File: config.mk
export PLATFORM = sky130hd
export DESIGN_NAME = store_mask_unit_flat
export DESIGN_NICKNAME = d
export VERILOG_FILES = /design/src/rtl/store_mask_unit_if.sv /design/src/rtl/store_mask_unit.sv /design/src/flat_wrapper.sv
export SDC_FILE = /design/constraint.sdc
export NUM_CORES = 1
export LEC_CHECK = 0
export CORE_MARGIN = 5
export CORE_UTILIZATION = 38
export DETAILED_ROUTE_END_ITERATION = 10
export DONT_BUFFER_PORTS = 1
export PLACE_DENSITY = 0.63
export SYNTH_ARGS = -nofsm -noshare
export SYNTH_HDL_FRONTEND = slang
export SYNTH_SLANG_ARGS = --single-unit
export TNS_END_PERCENT = 100
File: constraint.sdc
create_clock -name clk -period 2.35 [get_ports clk]
set_input_delay 0.3525 -clock clk [delete_from_list [all_inputs] [get_ports clk]]
set_output_delay 0.3525 -clock clk [all_outputs]
set_load 0.01 [all_outputs]
File: src/rtl/store_mask_unit_if.sv
// Store request and memory port bundle for store_mask_unit.
// The requester/memory side uses master; the store unit uses slave.
interface store_mask_unit_if;
  logic        START;
  logic [1:0]  CT;
  logic [31:0] ADDR;
  logic [31:0] RB;
  logic [31:0] MEM_RD;
  logic [31:0] MEM_ADDR;
  logic        MEM_WE;
  logic [31:0] MEM_WD;
  logic        BUSY;
  logic        DONE;
  logic        ERR;

  modport master (
    output START, CT, ADDR, RB, MEM_RD,
    input  MEM_ADDR, MEM_WE, MEM_WD, BUSY, DONE, ERR
  );

  modport slave (
    input  START, CT, ADDR, RB, MEM_RD,
    output MEM_ADDR, MEM_WE, MEM_WD, BUSY, DONE, ERR
  );
endinterface

File: src/rtl/store_mask_unit.sv
// Sub-word store via read-modify-write of a 32-bit memory word (sw/sh/sb).
// Optional macro STORE_MASK_WORD_BYPASS_EN: full-word stores skip the read phase.
module store_mask_unit (
  input  logic              clk,
  input  logic              reset,
  store_mask_unit_if.slave  bus
);

  localparam int unsigned DW  = 32;
  localparam int unsigned CTW = 2;

  localparam logic [CTW-1:0] CT_WORD = CTW'(0);
  localparam logic [CTW-1:0] CT_HALF = CTW'(1);
  localparam logic [CTW-1:0] CT_BYTE = CTW'(2);
  localparam logic [CTW-1:0] CT_RSVD = CTW'(3);

  typedef enum logic [2:0] {
    S_IDLE   = 3'd0,
    S_READ   = 3'd1,
    S_WAIT   = 3'd2,
    S_WRITE  = 3'd3,
    S_FINISH = 3'd4
  } state_e;

  state_e          r_state;
  logic [DW-1:0]   r_mem_addr;
  logic [DW-1:0]   r_rb;
  logic [CTW-1:0]  r_ct;
  logic [DW-1:0]   r_mr;
  logic [DW-1:0]   r_mem_wd;
  logic            r_mem_we;
  logic            r_busy;
  logic            r_done;
  logic            r_err;

  // Bits set in the keep mask come from the old memory word, the rest from RB.
  function automatic logic [DW-1:0] merge_data(input logic [CTW-1:0] ct,
                                               input logic [DW-1:0]  old_word,
                                               input logic [DW-1:0]  rb);
    logic [DW-1:0] keep;
    case (ct)
      CT_HALF: keep = DW'(32'hFFFF_0000);
      CT_BYTE: keep = DW'(32'hFFFF_FF00);
      default: keep = '0;
    endcase
    return (old_word & keep) | (rb & ~keep);
  endfunction

  always_ff @(posedge clk or negedge reset) begin
    if (!reset) begin
      r_state    <= S_IDLE;
      r_mem_addr <= '0;
      r_rb       <= '0;
      r_ct       <= CT_WORD;
      r_mr       <= '0;
      r_mem_wd   <= '0;
      r_mem_we   <= 1'b0;
      r_busy     <= 1'b0;
      r_done     <= 1'b0;
      r_err      <= 1'b0;
    end else begin
      r_mem_we <= 1'b0;
      r_done   <= 1'b0;
      r_err    <= 1'b0;
      case (r_state)
        S_IDLE: begin
          if (bus.START) begin
            if (bus.CT == CT_RSVD) begin
              r_err <= 1'b1;
            end else begin
              r_mem_addr <= bus.ADDR;
              r_rb       <= bus.RB;
              r_ct       <= bus.CT;
              r_busy     <= 1'b1;
`ifdef STORE_MASK_WORD_BYPASS_EN
              if (bus.CT == CT_WORD) begin
                r_mem_wd <= bus.RB;
                r_mem_we <= 1'b1;
                r_state  <= S_WRITE;
              end else begin
                r_state  <= S_READ;
              end
`else
              r_state <= S_READ;
`endif
            end
          end
        end
        S_READ: begin
          r_state <= S_WAIT;
        end
        // Write data is formed from MEM_RD here so it is already registered in WRITE.
        S_WAIT: begin
          r_mr     <= bus.MEM_RD;
          r_mem_wd <= merge_data(r_ct, bus.MEM_RD, r_rb);
          r_mem_we <= 1'b1;
          r_state  <= S_WRITE;
        end
        S_WRITE: begin
          r_mem_wd <= merge_data(r_ct, r_mr, r_rb);
          r_done   <= 1'b1;
          r_state  <= S_FINISH;
        end
        S_FINISH: begin
          r_busy  <= 1'b0;
          r_state <= S_IDLE;
        end
        default: begin
          r_busy  <= 1'b0;
          r_state <= S_IDLE;
        end
      endcase
    end
  end

  assign bus.MEM_ADDR = r_mem_addr;
  assign bus.MEM_WE   = r_mem_we;
  assign bus.MEM_WD   = r_mem_wd;
  assign bus.BUSY     = r_busy;
  assign bus.DONE     = r_done;
  assign bus.ERR      = r_err;

endmodule

File: src/flat_wrapper.sv
// flat-port wrapper written by rule: the top's interface ports become plain ports
module store_mask_unit_flat 
  (clk, reset, bus_START, bus_CT, bus_ADDR, bus_RB, bus_MEM_RD, bus_MEM_ADDR, bus_MEM_WE, bus_MEM_WD, bus_BUSY, bus_DONE, bus_ERR);
  store_mask_unit_if bus_i ();
  input  logic clk;
  input  logic reset;
  input wire logic [$bits(bus_i.START)-1:0] bus_START;
  input wire logic [$bits(bus_i.CT)-1:0] bus_CT;
  input wire logic [$bits(bus_i.ADDR)-1:0] bus_ADDR;
  input wire logic [$bits(bus_i.RB)-1:0] bus_RB;
  input wire logic [$bits(bus_i.MEM_RD)-1:0] bus_MEM_RD;
  output wire logic [$bits(bus_i.MEM_ADDR)-1:0] bus_MEM_ADDR;
  output wire logic [$bits(bus_i.MEM_WE)-1:0] bus_MEM_WE;
  output wire logic [$bits(bus_i.MEM_WD)-1:0] bus_MEM_WD;
  output wire logic [$bits(bus_i.BUSY)-1:0] bus_BUSY;
  output wire logic [$bits(bus_i.DONE)-1:0] bus_DONE;
  output wire logic [$bits(bus_i.ERR)-1:0] bus_ERR;
  assign bus_i.START = bus_START;
  assign bus_i.CT = bus_CT;
  assign bus_i.ADDR = bus_ADDR;
  assign bus_i.RB = bus_RB;
  assign bus_i.MEM_RD = bus_MEM_RD;
  assign bus_MEM_ADDR = bus_i.MEM_ADDR;
  assign bus_MEM_WE = bus_i.MEM_WE;
  assign bus_MEM_WD = bus_i.MEM_WD;
  assign bus_BUSY = bus_i.BUSY;
  assign bus_DONE = bus_i.DONE;
  assign bus_ERR = bus_i.ERR;
  store_mask_unit u_core (.clk(clk), .reset(reset), .bus(bus_i));
endmodule
==> reports/results.tsv, run 1 <==
stage	metric	value	unit
global_route	largest net degree at the start of global routing	130	
synthesis	Post-Syn Nets	466	
detailed_routing	Iter 0 DRT Violations	169	
detailed_routing	wire per inst	20.5	um
power	Static Leakage	2.84	nW
critical_path	Critical Path RT	2.64	ns
global_route	vias in the first global route	3091	
synthesis	combinational family with the most area after synthesis	multiplexers	
status	failing checks	negative hold slack	
run	Max Cap Viol	0	
critical_path	FF-to-FF Start	u_core.r_state[1]$_DFFE_PN0P_	
critical_path	Arr. time, crit path	2.11	ns
synthesis	area of the mapped netlist	5420	um2
layout	# nets final	469	
global_route	met3 Use GR	0.0532	
synthesis	Syn. warnings	0	
detailed_routing	drt total wl	11400	um
synthesis	Yosys top cell by area	dfrtp_1	
global_route	GR Util met1	0.169	
global_route	met2 Use GR	0.227	
synthesis	xor-xnor portion of the synthesized cell area	0.00162	
die	die width	129	um
layout	layout cells sized above 1	0.393	
sta	Setup TNS	0	ns
critical_path	worst-path fanout max	39	
power	power per cell area	1620	nW/um2
sta	final worst path period need	1.82	ns
sta	final hold vios	129	
clock_network	total CTS buffers	17	
synthesis	asr flop ratio synth	1.00	
synthesis	adder-cell area share of the yosys netlist	0.00231	
sta	worst hold slack	-0.350	ns
critical_path	FF-to-FF End	u_core.r_rb[12]$_DFFE_PN0P_	
synthesis	post-synthesis cell type count	21	
synthesis	Post-Synth Simple-Gate Area	0.0289	
synthesis	post-synthesis mux area share	0.303	
sta	Slew HR	0.603	
synthesis	synthesized instance count	364	
die	Starting Density	0.389	
sta	FMAX	548	MHz
critical_path	worst reg2reg setup slack	0.53	ns
detailed_routing	Vias	2836	
power	total power	0.00993	W
die	site row count	43	
clock_network	Worst-path clk slew	0.06	ns
detailed_routing	DR DRC count	0	
synthesis	register area share after synthesis	0.596	
synthesis	synth cell count leaders	129 x dfrtp_1, 74 x mux2_2, 38 x mux2_4, 24 x mux2i_1, 19 x o21ai_0	
placed_design	# port buffers	0	
detailed_routing	DR vias/cell	5.07	
layout	Fill cells	1250	
clock_network	# clock sinks	129	
critical_path	Worst setup SP type	flop	
clock_network	worst skew pair latency	0.40	ns
placed_design	dpl hpwl	7670	um
layout	antenna cells	0	
sta	RSZ-0062 raised after global routing	no	
sta	Slew @ Worst Pin	0.596	ns
synthesis	Yosys reg bits	129	
global_route	GRT Max-Usage Layer	met2	
layout	area delta synth->final	13.0	%
critical_path	CP endpoint kind	flop	
synthesis	Post-synth EDFFs	0	
sta	max-slew violation count	0	
clock_network	cts repair resizes	0	
synthesis	Main synth FF type	dfrtp_1	
die	Die Footprint	16700	um2
critical_path	crit-path cells	or4b_4, nand2b_4, buf_12, mux2_4	
clock_network	clk buf depth	2	
clock_network	total setup buffers inserted after CTS	0	
placed_design	Final Wtd Congestion	0.702	
clock_network	number of H-tree levels	4	
synthesis	average size of a mapped cell	14.9	um2
die	number of I/O pins	169	
synthesis	leading post-synthesis cells by cell area	dfrtp_1 60%, mux2_2 15%, mux2_4 11%	
critical_path	reg2reg path depth	4	
min_path	worst hold path type	in -> async	
die	die outline height	129	um
clock_network	CTS tree	built	
detailed_routing	Antenna Nets Post-Route	0	
global_route	first-pass GRT wire length	17500	um
power	Peak VDD IR	613	uV
synthesis	Synth Area in Compound Gates	0.0413	
sta	Final Cycle Share	0.776	
synthesis	top cell type's share of synthesized area	0.596	
critical_path	CP peak stage delay	0.56	ns
die	core area	13900	um2
critical_path	Worst path slowest cell	or4b_4	
detailed_routing	drt first pass iters	4	
global_route	global route overflow	0	
sta	setup violators final	0	
status	status	finished, violations left	
global_route	initial antenna violation count	0	
clock_network	Clock Tree Root	clkbuf_16	
global_route	GRT Util Overall	0.139	
sta	clock skew	0.00666	ns
synthesis	most frequent cell after synthesis	dfrtp_1	
critical_path	Crit Path Class	reg -> reg	
[power by group]
group          switching (W)  internal (W)
sequential          0.000985       0.00338
clock               0.000887       0.00149
combinational        0.00133       0.00186
[metal layers]
| layer | share of wire | vias to the layer above |
|---|---|---|
| met5 | 0 | - |
| met2 | 0.52 | 77 |
| met3 | 0.069 | 10 |
| met4 | 0.012 | 0 |
| met1 | 0.40 | 1457 |
| li1 | - | 1292 |
[critical path: cells and delay by family, from the launching register on]
kind                   cells  cell delay, ns
multiplexers               1            0.33
buffers and inverters      1            0.19
flip-flops                 1            0.41
AND/OR/NAND/NOR            2            0.75
[area by class of cell]
cell class                 instances  area (um2)  share of cell area
multi-input combinational        209        2050               0.335
sequential                       129        3230               0.527
clock inverter                     7        60.1             0.00981
tap                              180         225              0.0368
inverter                           3        11.3             0.00184
clock buffer                      24         472              0.0770
timing repair buffer               7        77.6              0.0127
[layout by cell type (no fill, tap or decap), types with 2 or more instances in the layout]
master     instances
a21o_1             8
o21ai_0           19
clkbuf_8           2
nand2_1           17
mux2_2            74
nor2_1            13
clkbuf_1           5
clkbuf_16         17
a211oi_1           8
inv_1              3
mux2_4            38
mux2i_1           24
buf_4              5
dfrtp_1          129
clkinv_2           6
buf_12             2
[flip-flops by register name (all words and copies together), names as in the netlist]
register	count
u_core.bus.BUSY	1
u_core.bus.DONE	1
u_core.bus.ERR	1
u_core.bus.MEM_ADDR	32
u_core.bus.MEM_WD	32
u_core.bus.MEM_WE	1
u_core.r_ct	2
u_core.r_mr	24
u_core.r_rb	32
u_core.r_state	3
[cells by family after synthesis]
logic type | Yosys count
AO/OA/AOI/OAI | 36
XOR/XNOR | 1
adder cells (fa/ha/maj) | 1
buffers and inverters | 26
flip-flops | 129
multiplexers | 136
AND/OR/NAND/NOR | 35
[worst max path at each step]
| stage | to | cells after the start | start | slack, ns |
|---|---|---|---|---|
| after floorplan | u_core.bus.MEM_ADDR[24]$_DFFE_PN0P_ | 5 | u_core.r_state[1]$_DFFE_PN0P_ | 0.58 |
| final | u_core.r_rb[12]$_DFFE_PN0P_ | 4 | u_core.r_state[1]$_DFFE_PN0P_ | 0.53 |
| after CTS | u_core.r_rb[0]$_DFFE_PN0P_ | 4 | u_core.r_state[1]$_DFFE_PN0P_ | 0.53 |
| after global placement | u_core.r_rb[4]$_DFFE_PN0P_ | 4 | u_core.r_state[1]$_DFFE_PN0P_ | 0.56 |
| after detailed placement | u_core.r_rb[0]$_DFFE_PN0P_ | 4 | u_core.r_state[1]$_DFFE_PN0P_ | 0.54 |
| after global routing | u_core.r_rb[0]$_DFFE_PN0P_ | 4 | u_core.r_state[1]$_DFFE_PN0P_ | 0.49 |
[through the flow]
stage / cell area [um2] / cells / util / hold WS, ns / worst slack [ns]
floorplan: 5420 / 364 / - / 0.0569 / 0.579
global placement: 5590 / 528 / 0.401 / 0.0598 / 0.556
detailed placement: 5590 / 528 / 0.401 / 0.0603 / 0.539
CTS: 6120 / 559 / 0.440 / -0.383 / 0.529
global route: 6120 / 559 / 0.440 / -0.384 / 0.493
finish: 6120 / 559 / 0.440 / -0.350 / 0.527
Power figures use the tool's default switching activity.
==> run 2: changes to the inputs <==
--- a/config.mk
+++ b/config.mk
@@ -5,6 +5,7 @@
 export SDC_FILE = /design/constraint.sdc
 export NUM_CORES = 1
 export LEC_CHECK = 0
+export ABC_AREA = 1
 export CORE_MARGIN = 5
 export CORE_UTILIZATION = 38
 export DETAILED_ROUTE_END_ITERATION = 10
==> constraint.sdc (replaced) <==
create_clock -name clk -period 1.8 [get_ports clk]
set_input_delay 0.27 -clock clk [delete_from_list [all_inputs] [get_ports clk]]
set_output_delay 0.27 -clock clk [all_outputs]
set_load 0.01 [all_outputs]
==> run 2 against run 1 <==
Compared with the run above: the flow still finishes with violations (negative hold slack); fmax rose by 22%; core utilization grew 4.6 points; area after synthesis rose by 0.99%; sequential power rose by 28%; combinational power grew 13%; critical path type unchanged; clock skew increased by 0.0070 ns; total power grew 27%; count of clock-buffer cells in the layout stayed put; routed wire length grew 20%; via count up 49%.
==> reports/results.tsv, run 2 <==
stage	metric	value	unit	change
clock_network	clk buf depth	2		unchanged
global_route	first-pass GRT wire length	22400	um	+28%
sta	final worst path period need	1.49	ns	-0.331 ns
placed_design	Place WS	0.314	ns	-0.225 ns
detailed_routing	drt total wl	13700	um	+20%
status	failing checks	negative hold slack		
synthesis	average size of a mapped cell	8.32	um2	-44%
detailed_routing	WL met2	6590	um	+11%
placed_design	dpl hpwl	8840	um	+15%
sta	Slew @ Worst Pin	0.472	ns	-0.125 ns
detailed_routing	met3 WL	1070	um	+35%
detailed_routing	Vias	4214		+49%
detailed_routing	wire per inst	15.1	um	-26%
detailed_routing	Antenna Nets Post-Route	0		unchanged
sta	FMAX	670	MHz	+22%
power	total power	0.0126	W	+27%
die	site row count	43		unchanged
clock_network	total CTS buffers	17		unchanged
layout	# nets final	815		+74%
detailed_routing	Iter 0 DRT Violations	290		+72%
layout	area delta synth->final	24.2	%	
run	Max Cap Viol	0		unchanged
layout	antenna cells	0		unchanged
layout	most common library cell in the layout ignoring fill and taps	nand2_1		
clock_network	Clock Tree Root	clkbuf_16		
clock_network	cts hold-fix bufs	59		
synthesis	synthesized instance count	658		+81%
synthesis	top cell type's share of synthesized area	0.590		-0.00586
power	Static Leakage	3.57	nW	+26%
detailed_routing	DR vias/cell	4.66		-8.1%
synthesis	Post-Syn Nets	760		+63%
synthesis	Yosys top cell by area	dfrtp_1		
clock_network	# clock sinks	129		unchanged
placed_design	Final Wtd Congestion	0.780		+11%
die	Starting Density	0.391		+0.00235
detailed_routing	DR DRC count	0		unchanged
sta	Worst Setup Slack, final	0.308	ns	-0.219 ns
die	number of I/O pins	169		unchanged
critical_path	CP endpoint kind	flop		
critical_path	worst-path fanout max	36		-7.7%
global_route	largest net degree at the start of global routing	130		unchanged
layout	most frequent cells in the layout	228 x nand2_1, 129 x dfrtp_1, 93 x inv_1		
synthesis	Post-synth EDFFs	0		unchanged
clock_network	cts repair resizes	0		unchanged
synthesis	asr flop ratio synth	1.00		unchanged
detailed_routing	highest metal used	met4		
status	status	finished, violations left		
clock_network	number of H-tree levels	4		unchanged
layout	layout cells sized above 1	0.0635		-0.330
min_path	worst hold path type	in -> async		
global_route	initial antenna violation count	0		unchanged
clock_network	CTS tree	built		
detailed_routing	drt first pass iters	5		+1
synthesis	area of the mapped netlist	5470	um2	+0.99%
synthesis	most frequent cell after synthesis	nand2_1		
clock_network	Worst-path clk slew	0.05	ns	about the same
global_route	GRT Util Overall	0.171		+0.0324
placed_design	# port buffers	0		unchanged
critical_path	Worst setup SP type	flop		
critical_path	Arr. time, crit path	1.76	ns	-0.35 ns
sta	setup violators final	0		unchanged
die	Die Footprint	16900	um2	+0.92%
sta	max-slew violation count	0		unchanged
critical_path	Critical Path RT	2.07	ns	-0.57 ns
die	core area	14000	um2	+0.39%
power	power per cell area	1860	nW/um2	+15%
sta	Final Cycle Share	0.829		+0.0529
sta	worst hold slack	-0.442	ns	-0.0922 ns
critical_path	Crit Path Class	reg -> reg		
sta	Setup TNS	0	ns	unchanged
power	Peak VDD IR	720	uV	+17%
synthesis	Main synth FF type	dfrtp_1		
synthesis	post-synthesis cell type count	19		-9.5%
synthesis	Syn. warnings	0		unchanged
sta	RSZ-0062 raised after global routing	no		
sta	clock skew	0.0137	ns	+0.00703 ns
detailed_routing	met1 wire length	5960	um	+29%
synthesis	register area share after synthesis	0.590		-0.00586
synthesis	synth cell count leaders	228 x nand2_1, 129 x dfrtp_1, 93 x inv_1, 71 x o21ai_0, 40 x nor2_1		
clock_network	worst skew pair latency	0.41	ns	about the same
die	die width	130	um	+0.46%
global_route	global route overflow	0		unchanged
synthesis	Yosys reg bits	129		unchanged
sta	Slew HR	0.686		+0.0831
die	die outline height	130	um	+0.46%
synthesis	leading post-synthesis cells by cell area	dfrtp_1 59%, nand2_1 16%, o21ai_0 6.5%		
global_route	vias in the first global route	4444		+44%
sta	final hold vios	129		unchanged
==> run 2: cell types whose count changed in the layout (fill, tap and decap cells not counted), sizes merged, moves of 24 or more <==
cell         previous run  this run
nand2                  17       228
mux2                  112         0
inv                     3        96
dlygate4sd3             0        59
o21ai                  19        77
nor2                   14        41
nand3                   0        26
a21oi                   0        25
mux2i                  24         0
==> run 2: timing repair <==
item / in CTS / in global routing
setup endpoints to repair: 0 / 0
hold endpoints to repair: 187 / 129
setup buffers: 0 / 0
==> run 2: cell type report <==
cell class | instances | area, um2
clock buffer | 24 | 482
timing repair buffer | 68 | 683
inverter | 96 | 360
clock inverter | 6 | 105
sequential | 129 | 3230
tap | 180 | 225
multi-input combinational | 401 | 1710
fill | 1329 | 7190
==> run 2: path summary, 6_finish.rpt <==
path / end / startpoint / slack, ns / depth (start not counted)
worst max-delay path: u_core.r_mr[11]$_DFFE_PN0P_ / u_core.r_state[2]$_DFFE_PN0P_ / 0.31 / 6
worst max register to register: u_core.r_mr[11]$_DFFE_PN0P_ / u_core.r_state[2]$_DFFE_PN0P_ / 0.31 / 6
worst min register to register: u_core.r_mr[23]$_DFFE_PN0P_ / u_core.r_mr[23]$_DFFE_PN0P_ / 0.48 / 2
min in group clk: u_core.r_rb[0]$_DFFE_PN0P_ / bus_RB[0] / 0.02 / 2
worst min-delay path: u_core.bus.MEM_ADDR[18]$_DFFE_PN0P_ / reset / -0.44 / 0
max in group asynchronous: u_core.r_mr[10]$_DFFE_PN0P_ / reset / 2.10 / 0
==> run 2: cells by family (layout without fill, tap and decap cells) <==
| logic type | after synthesis | after routing | share of synthesized area |
|---|---|---|---|
| simple gates | 298 | 298 | 0.213 |
| flops | 129 | 129 | 0.590 |
| buf+inv | 128 | 194 | 0.0974 |
| compound gates | 102 | 102 | 0.0974 |
| fa+ha+maj | 1 | 1 | 0.00229 |
==> run 2: through the flow <==
step / util / area (um2) / hold WS (ns) / std cells
after floorplan: - / 5470 / -0.0256 / 658
after global routing: 0.486 / 6800 / -0.477 / 904
final: 0.486 / 6800 / -0.442 / 904
after detailed placement: 0.402 / 5620 / -0.0232 / 815
after global placement: 0.402 / 5620 / -0.0226 / 815
after CTS: 0.486 / 6800 / -0.470 / 904
==> run 2: routing by layer <==
metal | GRT usage | vias up
li1 | - | 2116
met1 | 0.218 | 1948
met2 | 0.268 | 143
met3 | 0.0630 | 7
met4 | 0.0630 | 0
met5 | 0 | -
==> run 2: worst max-delay path, stage by stage (launching register included) <==
cell     delay [ns]
dfrtp_1        0.44
nor2_4         0.14
inv_2          0.04
or2_1          0.25
buf_4          0.27
nand2_1        0.09
o21ai_0        0.09
==> run 2: power breakdown <==
part	internal (W)	switching [W]	leakage [nW]	total, W
Combinational	0.00135	0.00226	1.69	0.00361
Sequential	0.00430	0.00128	1.59	0.00558
Clock	0.00226	0.00117	0.290	0.00344
==> run 3: changes to the inputs <==
==> constraint.sdc (replaced) <==
create_clock -name clk -period 1.44 [get_ports clk]
set_input_delay 0.216 -clock clk [delete_from_list [all_inputs] [get_ports clk]]
set_output_delay 0.216 -clock clk [all_outputs]
set_load 0.01 [all_outputs]
==> run 3 against run 2 <==
Compared with the run above: the run still ends with negative hold slack left; sequential cell count is the same; routed wire length increased by 8.4%; cell area rose by 7.8%; non-clock buffer count rose by 42; combinational power grew 43%; critical endpoint is now u_core.bus.MEM_WD[29]$_DFFE_PN0P_; clock skew decreased by 0.0076 ns; final cell count up 5.1%; clock power increased by 30%; setup slack got worse by 0.23 ns; largest cell class unchanged; sequential share of layout area fell by 3.4 points.
==> reports/results.tsv, run 3 (synthesis gave the netlist of run 2 again) <==
stage	metric	value	unit	change
status	status	finished, violations left		
status	failing checks	negative hold slack		
clock_network	number of H-tree levels	4		unchanged
detailed_routing	DR vias/cell	4.82		+3.4%
critical_path	Arr. time, crit path	1.67	ns	-0.09 ns
die	number of I/O pins	169		unchanged
critical_path	FF-to-FF End	u_core.bus.MEM_WD[29]$_DFFE_PN0P_		
power	Peak VDD IR	986	uV	+37%
layout	Fill cells	1290		-2.9%
clock_network	clk buf depth	2		unchanged
layout	most common library cell in the layout ignoring fill and taps	nand2_1		
layout	layout cells sized above 1	0.0807		+0.0172
global_route	first-pass GRT wire length	23200	um	+3.7%
sta	Final Cycle Share	0.946		+0.117
placed_design	Final Wtd Congestion	0.778		-0.22%
power	power per cell area	2270	nW/um2	+22%
layout	Reg area	3230	um2	unchanged
die	die width	130	um	unchanged
sta	Slew @ Worst Pin	0.303	ns	-0.169 ns
layout	post-route cell area	7330	um2	+7.8%
global_route	initial antenna violation count	2		+2
global_route	global route overflow	0		unchanged
clock_network	# clock sinks	129		unchanged
die	Starting Density	0.391		unchanged
clock_network	cts hold-fix bufs	91		+54%
power	register share of total power	0.420		-0.022
detailed_routing	Antenna Nets Post-Route	0		unchanged
critical_path	Worst setup SP type	flop		
sta	worst hold slack	-0.500	ns	-0.0581 ns
sta	clock skew	0.00613	ns	-0.00756 ns
detailed_routing	drt first pass iters	5		unchanged
placed_design	Place WS	0.0199	ns	-0.294 ns
power	Static Leakage	3.80	nW	+6.5%
sta	final worst path period need	1.36	ns	-0.129 ns
sta	final hold vios	129		unchanged
detailed_routing	DR DRC count	0		unchanged
critical_path	worst reg2reg setup slack	0.08	ns	-0.23 ns
critical_path	Crit Path Class	reg -> reg		
run	Max Cap Viol	0		unchanged
critical_path	FF-to-FF Start	u_core.r_ct[1]$_DFFE_PN0P_		
placed_design	placed instance area	5720	um2	+1.7%
placed_design	# port buffers	0		unchanged
die	Die Footprint	16900	um2	unchanged
layout	area delta synth->final	33.9	%	
power	Pint	0.0104	W	+32%
layout	final core occ	0.524		+0.0379
sta	RSZ-0062 raised after global routing	yes		
sta	setup violators final	0		unchanged
sta	Worst Setup Slack, final	0.0774	ns	-0.231 ns
power	sw power	0.00617	W	+31%
layout	# nets final	857		+5.2%
die	core area	14000	um2	unchanged
critical_path	crit-path cells	ha_1, inv_2, buf_12, nor2_1, nor2_1, nand2_1, nand2_1		
critical_path	reg2reg path depth	7		+1
clock_network	worst skew pair latency	0.41	ns	about the same
clock_network	total CTS buffers	17		unchanged
critical_path	worst-path fanout max	28		-22%
die	site row count	43		unchanged
critical_path	Worst path slowest cell	dfrtp_1		
detailed_routing	Iter 0 DRT Violations	311		+7.2%
power	combinational fraction of design power	0.310		+0.024
detailed_routing	wire per inst	15.6	um	+3.2%
power	Sw Share	0.371		-0.00156
layout	most frequent cells in the layout	228 x nand2_1, 129 x dfrtp_1, 93 x inv_1		
critical_path	CP endpoint kind	flop		
critical_path	CP bufs+invs	2		unchanged
detailed_routing	drt total wl	14800	um	+8.4%
clock_network	CTS tree	built		
critical_path	Critical Path RT	1.74	ns	-0.33 ns
layout	multi-input logic area	1720	um2	+0.29%
global_route	GRT Util Overall	0.176		+0.00501
global_route	vias in the first global route	4699		+5.7%
critical_path	Worst path top cell family by delay	flip-flops		
global_route	largest net degree at the start of global routing	130		unchanged
sta	max-slew violation count	0		unchanged
detailed_routing	Vias	4578		+8.6%
power	clock power share	0.270		-0.002
sta	Slew HR	0.798		+0.113
clock_network	Worst-path clk slew	0.05	ns	about the same
die	die outline height	130	um	unchanged
sta	FMAX	734	MHz	+9.5%
placed_design	dpl hpwl	9070	um	+2.6%
min_path	worst hold path type	in -> async		
clock_network	Clock Tree Root	clkbuf_16		
critical_path	CP peak stage delay	0.38	ns	-0.06 ns
==> run 3: cell count changes in the layout (fill, tap and decap cells not counted), moves of 3 or more <==
cell / previous run / this run
o21ai_0: 71 / 65
o21ai_1: 0 / 6
buf_12: 2 / 7
buf_6: 0 / 3
dlygate4sd3_1: 59 / 91
==> run 3: what timing repair did <==
item | CTS | global route
setup buffers | 0 | 1
setup endpoints to repair | 0 | 90
hold endpoints to repair | 220 | 129
gates resized for setup | 0 | 15
==> run 3: layout make-up <==
type | instances | area share
Antenna cell | 2 | 0.000683
Sequential cell | 129 | 0.440
Timing Repair Buffer | 110 | 0.160
Tap cell | 180 | 0.0307
Clock inverter | 11 | 0.0219
Inverter | 96 | 0.0492
Multi-Input combinational cell | 401 | 0.235
Clock buffer | 21 | 0.0628
==> run 3: layer usage <==
metal,vias up,wire length [um],part of all wire,track usage
met1,2147,6050,0.41,0.213
li1,2208,-,-,-
met4,0,342,0.023,0.0807
met5,-,0,0,0
met2,198,7080,0.48,0.285
met3,25,1370,0.092,0.0606
==> run 3: worst max-delay path by stage <==
stage               cells past startpoint                                  to  slack (ns)                     startpoint
floorplan                               6   u_core.bus.MEM_WD[25]$_DFFE_PN0P_        0.03     u_core.r_ct[1]$_DFFE_PN0P_
global placement                        6          u_core.r_mr[8]$_DFFE_PN0P_        0.06  u_core.r_state[2]$_DFFE_PN0P_
detailed placement                      5          u_core.r_mr[8]$_DFFE_PN0P_        0.02  u_core.r_state[2]$_DFFE_PN0P_
CTS                                     6          u_core.r_mr[9]$_DFFE_PN0P_      0.0007  u_core.r_state[2]$_DFFE_PN0P_
global route                            6  u_core.bus.MEM_ADDR[6]$_DFFE_PN0P_      -0.004  u_core.r_state[1]$_DFFE_PN0P_
finish                                  7   u_core.bus.MEM_WD[29]$_DFFE_PN0P_        0.08     u_core.r_ct[1]$_DFFE_PN0P_
==> run 3: power groups by stage <==
stage               combinational [W]  clock, W  sequential, W
floorplan                     0.00352         0        0.00661
global placement              0.00452         0        0.00695
detailed placement            0.00473         0        0.00701
CTS                           0.00494   0.00463        0.00699
global route                  0.00587   0.00476        0.00720
finish                        0.00515   0.00448        0.00698
==> run 3: through the flow <==
| stage | cells | total power (W) | setup TNS (ns) |
|---|---|---|---|
| global placement | 821 | 0.0115 | 0 |
| CTS | 944 | 0.0166 | 0 |
| detailed placement | 821 | 0.0117 | 0 |
| floorplan | 658 | 0.0101 | 0 |
| finish | 950 | 0.0166 | 0 |
| global route | 950 | 0.0178 | -0.00383 |
==> run 3: worst reg2reg max path, delay by kind of cell (launching register included) <==
| family | cells | cell delay (ns) |
|---|---|---|
| flip-flops | 1 | 0.38 |
| AND/OR/NAND/NOR | 4 | 0.37 |
| adder cells (fa/ha/maj) | 1 | 0.31 |
| buffers and inverters | 2 | 0.20 |
